**config.mk**
```make
export PLATFORM = sky130hd
export DESIGN_NAME = atan2_cordic
export DESIGN_NICKNAME = d
export VERILOG_FILES = /design/src/rtl/atan2_cordic.sv
export SDC_FILE = /design/constraint.sdc
export NUM_CORES = 2
export LEC_CHECK = 0
export ABC_AREA = 1
export CAP_MARGIN = 20
export CORE_MARGIN = 10
export CORE_UTILIZATION = 32
export DETAILED_ROUTE_END_ITERATION = 7
export PLACE_DENSITY_LB_ADDON = 0.15
export SETUP_SLACK_MARGIN = 0.02
export SLEW_MARGIN = 30
export SYNTH_ARGS = -nofsm -noshare
export SYNTH_HDL_FRONTEND = slang
export SYNTH_SLANG_ARGS = --single-unit
```
**constraint.sdc**
```tcl
create_clock -name i_clk -period 12.8 [get_ports i_clk]
set_clock_uncertainty 0.1 [all_clocks]
set_input_delay 2.56 -clock i_clk [delete_from_list [all_inputs] [get_ports i_clk]]
set_output_delay 2.56 -clock i_clk [all_outputs]
set_load 0.05 [all_outputs]
```
**src/rtl/atan2_cordic.sv**
```systemverilog
// atan2_cordic: iterative CORDIC vectoring unit, o_th = atan2(i_y, i_x) in float32 radians
//   i_clk    clock, rising edge
//   i_rst_n  synchronous active-low reset
//   i_valid  request strobe, taken only while o_ready=1
//   i_x/i_y  float32 operands (cos-like / sin-like)
//   o_ready  high while idle
//   o_th     float32 angle in [-pi, +pi], held until the next result
//   o_valid  one-cycle pulse marking a new o_th
module atan2_cordic #(
  parameter int ITER = 24
) (
  input  logic        i_clk,
  input  logic        i_rst_n,
  input  logic        i_valid,
  input  logic [31:0] i_x,
  input  logic [31:0] i_y,
  output logic        o_ready,
  output logic [31:0] o_th,
  output logic        o_valid
);
  typedef enum logic [1:0] {IDLE, ALIGN, ROT, NORM} state_t;
  localparam logic signed [31:0] HALF_PI = 32'sd843314857;
  state_t r_state, w_next;
  logic [31:0] r_xin, r_yin, r_th;
  logic signed [33:0] r_x, r_y;
  logic signed [31:0] r_z;
  logic [4:0] r_cnt;
  logic r_valid;
  logic [7:0] w_xe, w_ye, w_d;
  logic [23:0] w_xm, w_ym;
  logic w_big_x, w_xneg, w_yneg, w_nan, w_zero;
  logic [33:0] w_xa, w_ya;
  logic signed [33:0] w_xs, w_ys, w_xsh, w_ysh;
  logic signed [31:0] w_atan;
  logic [31:0] w_zmag, w_th;
  logic [5:0] w_lz;
  logic [22:0] w_mant;
  // round(atan(2^-i) * 2^29)
  function automatic logic signed [31:0] atan_rom(input logic [4:0] i);
    case (i)
      5'd0:  atan_rom = 32'sd421657428;
      5'd1:  atan_rom = 32'sd248918915;
      5'd2:  atan_rom = 32'sd131521918;
      5'd3:  atan_rom = 32'sd66762579;
      5'd4:  atan_rom = 32'sd33510843;
      5'd5:  atan_rom = 32'sd16771758;
      5'd6:  atan_rom = 32'sd8387925;
      5'd7:  atan_rom = 32'sd4194219;
      5'd8:  atan_rom = 32'sd2097141;
      5'd9:  atan_rom = 32'sd1048575;
      5'd10: atan_rom = 32'sd524288;
      default: atan_rom = (i < 5'd30) ? (32'sd1 <<< (29 - i)) : 32'sd0;
    endcase
  endfunction
  assign w_xe = r_xin[30:23];
  assign w_ye = r_yin[30:23];
  assign w_nan = (w_xe == 8'hff) || (w_ye == 8'hff);
  assign w_zero = (w_xe == 8'h00) && (w_ye == 8'h00);
  assign w_xm = (w_xe == 8'h00) ? 24'd0 : {1'b1, r_xin[22:0]};
  assign w_ym = (w_ye == 8'h00) ? 24'd0 : {1'b1, r_yin[22:0]};
  assign w_big_x = w_xe >= w_ye;
  assign w_d = w_big_x ? w_xe - w_ye : w_ye - w_xe;
  // leading one of the larger operand lands on bit 30; shifts past 33 fall to zero
  assign w_xa = {3'b000, w_xm, 7'b0} >> (w_big_x ? 8'd0 : w_d);
  assign w_ya = {3'b000, w_ym, 7'b0} >> (w_big_x ? w_d : 8'd0);
  assign w_xs = r_xin[31] ? -w_xa : w_xa;
  assign w_ys = r_yin[31] ? -w_ya : w_ya;
  assign w_xneg = w_xs[33];
  assign w_yneg = w_ys[33];
  assign w_xsh = r_x >>> r_cnt;
  assign w_ysh = r_y >>> r_cnt;
  assign w_atan = atan_rom(r_cnt);
  assign w_zmag = r_z[31] ? 32'(-r_z) : 32'(r_z);
  always_comb begin
    w_lz = 6'd32;
    for (int k = 0; k < 32; k++) w_lz = w_zmag[k] ? 6'(31 - k) : w_lz;
  end
  assign w_mant = 23'((w_zmag << w_lz) >> 8);
  // value = mag * 2^-29 with leading one at bit (31-lz): biased exponent 129-lz
  assign w_th = w_nan ? 32'h7fc00000 :
                (w_zero || w_zmag == 32'd0) ? 32'h0 : {r_z[31], 8'(129 - w_lz), w_mant};
  always_comb begin
    w_next = r_state;
    case (r_state)
      IDLE:  w_next = i_valid ? ALIGN : IDLE;
      ALIGN: w_next = ROT;
      ROT:   w_next = (r_cnt == 5'(ITER - 1)) ? NORM : ROT;
      default: w_next = IDLE;
    endcase
  end
  always_ff @(posedge i_clk) begin
    if (!i_rst_n) begin
      r_state <= IDLE;
      r_cnt <= '0;
      r_valid <= 1'b0;
      r_th <= '0;
      r_xin <= '0;
      r_yin <= '0;
      r_x <= '0;
      r_y <= '0;
      r_z <= '0;
    end else begin
      r_state <= w_next;
      r_valid <= (r_state == NORM);
      if (r_state == IDLE && i_valid) begin
        r_xin <= i_x;
        r_yin <= i_y;
      end
      if (r_state == ALIGN) begin
        r_cnt <= '0;
        r_x <= w_xneg ? (w_yneg ? -w_ys : w_ys) : w_xs;
        r_y <= w_xneg ? (w_yneg ? w_xs : -w_xs) : w_ys;
        r_z <= w_xneg ? (w_yneg ? -HALF_PI : HALF_PI) : 32'sd0;
      end
      if (r_state == ROT) begin
        r_cnt <= r_cnt + 5'd1;
        r_x <= r_y[33] ? r_x - w_ysh : r_x + w_ysh;
        r_y <= r_y[33] ? r_y + w_xsh : r_y - w_xsh;
        r_z <= r_y[33] ? r_z - w_atan : r_z + w_atan;
      end
      if (r_state == NORM) begin
        r_cnt <= '0;
        r_th <= w_th;
      end
    end
  end
  assign o_ready = (r_state == IDLE);
  assign o_th = r_th;
  assign o_valid = r_valid;
endmodule

```
* After elaboration in Yosys (flattened, before gate mapping)
Cells that the tools add are included.
Storage, ports and cells: bits in registers 204, latch bits 0, bits in writable memories 0, memory bits (read-only) 0, bits of input ports 67, output and inout bits 34, word-level logic and storage cells 125, memories 0
Cells by class: add/subtract/negate cells 16, multipliers 0, div/mod/pow operators 0, order comparisons 2, eq/ne operators 16, shifts and indexed selects 6, multiplexer cells 64, bitwise logic cells 1, reduce and logical (&&, ||, !) cells 11
Operators with widths (count):
- two-way mux 34 bit | 12
- one-hot mux 32 bit (11 select lines) | 1
- two-way mux 32 bit | 9
- two-way mux 6 bit | 32
- negator 34 bit | 4
- adder 34 bit | 2
- right shift 31 x 8 -> 34 bit | 2
- >>> shifter 34 x 5 -> 34 bit | 2
- subtractor 34 bit | 2
- two-way mux 24 bit | 2
- adder 32 bit | 1
- logical NOT 32 bit | 1
- negator 32 bit | 1
- << shifter 32 x 6 -> 31 bit | 1
- <<< shifter 2 x 32 -> 32 bit, first input constant | 1
- subtractor 32 bit | 1
- two-way mux 8 bit | 3
- equality test 5 x 3 -> 1 bit, second input constant | 4
- equality test 8 bit, second input constant | 2
- logical NOT 8 bit | 2
- subtractor 8 bit | 2
- equality test 5 x 4 -> 1 bit, second input constant | 3
- equality test 5 x 2 -> 1 bit, second input constant | 2
- two-way mux 5 bit | 2
- 18 further kinds | 22

* Depth between registers and ports, before layout
depth in word-level cells 37, gate-level depth with buffers 48

* Worst setup path after synthesis
Ideal clock, no wire load.
kind register -> register, start register r_cnt[1], end register r_z[28], setup time 0.095 ns, arrival time 5.716 ns, slack 6.889 ns, cell stages (with the launch flop) 42, buffers on the path 3, path through dfxtp_1 -> buf_2 -> inv_2 -> buf_1 -> buf_1 -> ha_1 -> nand2_1 -> nor2_1 -> nor2_1 -> inv_1 -> nor2_1 -> inv_1 -> nor2_1 -> inv_1 -> nor3_1 -> nand2_1 -> inv_1 -> o21ai_0 -> (+6 left out) -> ha_1 -> nand2_1 -> nand2_1 -> a21oi_1 -> or2_2 -> nand2_1 -> a21oi_1 -> o21ai_0 -> a31oi_1 -> o31ai_1 -> a21oi_1 -> inv_1 -> a21oi_1 -> o21ai_0 -> nand3_1 -> nand2_1 -> o21ai_0 -> a221oi_1
On the way: word-level cells in the longest chain between the ends 7, elaborated cells between the ends (all ways) 20, those cells by class 3 x add/sub; 1 x order compare; 10 x eq/ne; 1 x shift; 4 x mux; 1 x reduce/logical
Ends and longest elaborated chain:
- start, declared | RTL line 27 | logic [4:0] r_cnt;
- start signal, assigned | RTL line 116 | r_cnt <= r_cnt + 5'd1;
- subtractor 5 x 5 -> 6 bit | RTL line 52 | default: atan_rom = (i < 5'd30) ? (32'sd1 <<< (29 - i)) : 32'sd0;
- <<< shifter 2 x 32 -> 32 bit | RTL line 52
- two-way mux 32 bit | RTL line 52
- one-hot mux 32 bit (11 select lines) * | RTL line 40 | case (i)
- adder 32 bit / subtractor 32 bit (equally long branches) | RTL line 119 | r_z <= r_y[33] ? r_z - w_atan : r_z + w_atan;
- two-way mux 32 bit * | RTL line 119
- two-way mux 32 bit * | RTL line 115 | if (r_state == ROT) begin
- end signal, assigned | RTL line 113 | r_z <= w_xneg ? (w_yneg ? -HALF_PI : HALF_PI) : 32'sd0;
- end signal, assigned | RTL line 119
- end, declared | RTL line 26 | logic signed [31:0] r_z;
Mark *: on every way between the ends. The rest lies on a longest branch, timed or not. A chain may end at the register's enable or synchronous reset.

* Worst setup path after layout
start register r_cnt[0], end register r_x[33]
On the way: word-level cells in the longest chain between the ends 4, elaborated cells between the ends (all ways) 5, those cells by class 2 x add/sub; 1 x shift; 2 x mux
Ends and longest elaborated chain:
- >>> shifter 34 x 5 -> 34 bit * | RTL line 71 | assign w_ysh = r_y >>> r_cnt;
- adder 34 bit / subtractor 34 bit (equally long branches) | RTL line 117 | r_x <= r_y[33] ? r_x - w_ysh : r_x + w_ysh;
- two-way mux 34 bit * | RTL line 117
- two-way mux 34 bit * | RTL line 115
- end signal, assigned | RTL line 111 | r_x <= w_xneg ? (w_yneg ? -w_ys : w_ys) : w_xs;
- end signal, assigned | RTL line 117
- end, declared | RTL line 25 | logic signed [33:0] r_x, r_y;
Marks and branches as above.

==> impl_metrics.json <==
{
  "cts_sinks": 204,
  "path_class": "reg2reg",
  "drive_above_1_share": 0.0454,
  "vias_per_cell": 5.31,
  "grt_pass1_wl_microns": 177000,
  "worstMarginPinSlew_ns": 0.975,
  "root_buffer": "clkbuf_16",
  "syn_nets": 5545,
  "fin_crit_ns": 7.71,
  "yosysSeqAreaShare": 0.138,
  "first_pass_iters": 6,
  "ctsHtreeMaxLevel": 1,
  "dpl-instance-area_sq_um": 31100,
  "max_cap_violations": 0,
  "worstPathMaxFanout": 82,
  "start_kind": "flop",
  "async_flop_share": 0,
  "syn_avg_cell_area_sq_um": 5.53,
  "tritoncts": "yes",
  "fp.dieH_microns": 324,
  "start_util": 0.322,
  "wl_met3_microns": 5170,
  "core-area_sq_um": 91700,
  "m1WireLength_microns": 51400,
  "synth_seq_cells": 204,
  "grt_max_degree": 112,
  "maxSlewHeadroom": 0.348,
  "critPathCaptureType": "flop",
  "worst-path-buf-inv": 9,
  "layout.cells.non_filler": 6450,
  "rr_endpoint": "r_x[33]$_SDFFE_PN0P_",
  "rows": 111,
  "max_stage_delay_ns": 0.56,
  "slowest_stage": "inv_2",
  "outcome": "finished, final reports clean",
  "syn_inst": 5342,
  "synthesis.area_sq_um": 29500,
  "critPathTopFamily": "compound AO/OA/AOI/OAI gates",
  "rr_startpoint": "r_cnt[0]$_SDFFE_PP0P_",
  "hp-start": "o_th[21]$_SDFFE_PN0P_",
  "holdPathEnd": "o_th[21]$_SDFFE_PN0P_",
  "die_area_sq_um": 105000,
  "hold_buffers": 0,
  "r2r_slack_ns": 5.09,
  "setup_tns_ns": 0,
  "p_per_area_nw_per_um2": 253,
  "clk_pin_slew_ns": 0.06,
  "cts_resized": 0,
  "finalHoldViolCount": 0,
  "die_width_microns": 324,
  "dpl.hpwl_microns": 87700,
  "grt_pass1_vias": 31900,
  "clk_latency_ns": 0.62,
  "nNetsFinal": 5446,
  "min_path_type": "reg2reg",
  "rsz0062_at_grt": "no",
  "ir_worst_vdd_mv": 0.114,
  "postLayoutCellArea_sq_um": 32000,
  "post_cts_buffers": 0,
  "routed_wl_microns": 111000,
  "fmax_mhz": 130,
  "reg2reg_depth": 39,
  "overflow": 0,
  "top_layer": "met4",
  "fin_crit_sh": 0.602,
  "required_ns": 13.17,
  "track_usage": 0.206,
  "synth_top_area_cell": "nand2_1",
  "synth.most_common_cell": "nand2_1",
  "synth_commonest_cells": "nand2_1, nand3_1, inv_1",
  "ys.flop_type": "dfxtp_1",
  "avgRoutedWirePerCell_microns": 17.3,
  "synth_edf_count": 0,
  "yosysTopAreaCellShare": 0.174,
  "synthTopCellsByArea": "nand2_1, dfxtp_1, nand3_1",
  "min_path_cells": 2,
  "slew_violations": 0,
  "dp.cells": 6400,
  "netlist-cell-type-count": 68,
  "cp.arrival_ns": 8.07,
  "gp_congestion": 0.943,
  "diodes": 0,
  "yosysWarnings": 0,
  "io_pins": 101,
  "crit_path_frequent_cell": "o21ai_0",
  "power_leakage_nw": 15.5,
  "portBuffers": 100,
  "antenna_found_initial": 0,
  "drtIter0Drc": 3377,
  "drc_errors": 0,
  "syn_to_final_growth_pct": 8.48,
  "cts_max_path_buffers": 3,
  "num_vias": 34200,
  "cts_buffers": 27,
  "ant_nets": 0,
  "finalSetupViolations": 0,
  "wl_met2_microns": 52400
}
tightest hold or removal path: stages (launching register included):
cell and delay, ns:
dfxtp_1 0.31, nand2_1 0.06, nand2_1 0.04
flip-flops by register name (all words and copies together), names as in the netlist:
register  flops
r_xin        32
r_state       2
r_x          34
o_th         32
r_cnt         5
r_y          34
o_valid       1
r_yin        32
r_z          32
kinds of logic after synthesis:
logic type               share of synthesized area
multiplexers                                0.0166
AO/OA/AOI/OAI                                0.223
flip-flops                                   0.138
adder cells (fa/ha/maj)                     0.0589
buffers and inverters                        0.115
AND/OR/NAND/NOR                              0.396
XOR/XNOR                                    0.0524
placed cells by master (no fill, tap or decap), types with 49 or more instances in the layout:
cell | Yosys | layout
a21oi_1 | 414 | 413
a31oi_1 | 50 | 50
clkdlybuf4s50_1 | 0 | 99
dfxtp_1 | 204 | 201
ha_1 | 131 | 129
inv_1 | 554 | 552
mux2i_1 | 49 | 49
nand2_1 | 1366 | 1364
nand3_1 | 632 | 632
nor2_1 | 479 | 477
nor3_1 | 54 | 54
o21ai_0 | 540 | 540
xor2_1 | 127 | 127
worst max path at each step:
stage                          start                   end  cells after the start  slack [ns]
2_1_floorplan  r_cnt[1]$_SDFFE_PP0P_  r_z[28]$_SDFFE_PN0P_                     41        6.89
6_report       r_cnt[0]$_SDFFE_PP0P_  r_x[33]$_SDFFE_PN0P_                     39        5.09
3_3_place_gp   r_cnt[0]$_SDFFE_PP0P_  r_z[30]$_SDFFE_PN0P_                     40        5.32
4_1_cts        r_cnt[0]$_SDFFE_PP0P_  r_z[28]$_SDFFE_PN0P_                     39        5.20
5_1_grt        r_cnt[0]$_SDFFE_PP0P_  r_x[33]$_SDFFE_PN0P_                     39        4.00
3_5_place_dp   r_cnt[0]$_SDFFE_PP0P_  r_z[28]$_SDFFE_PN0P_                     39        5.22
cell type report:
type / instances / area [sq um]
clock inverter: 19 / 199
inverter: 592 / 2230
tap: 1186 / 1480
fill: 10500 / 59600
clock buffer: 31 / 701
multi-input combinational: 4285 / 22100
timing repair buffer: 133 / 1250
sequential: 204 / 4090
metrics by stage:
| step | util | setup slack (ns) | power [mW] | hold WS, ns |
|---|---|---|---|---|
| finish | 0.350 | 5.09 | 8.11 | 0.350 |
| CTS | 0.350 | 5.20 | 8.07 | 0.353 |
| global placement | 0.340 | 5.32 | 7.23 | 0.335 |
| global route | 0.350 | 4.00 | 9.00 | 0.370 |
| detailed placement | 0.340 | 5.22 | 7.23 | 0.342 |
| floorplan | - | 6.89 | 5.65 | 0.330 |
layer usage:
metal / vias up / GRT usage
met4: 0 / 0.0467
met3: 125 / 0.0197
met2: 853 / 0.356
met5: - / 0
li1: 17500 / -
met1: 15700 / 0.274
report_power, final:
part           total [mW]  internal (mW)  leakage (nW)  switching, mW
sequential          0.830          0.725          1.68          0.105
combinational        6.49           1.98          13.4           4.51
clock               0.793          0.441         0.428          0.352
Power figures use the tool's default switching activity.
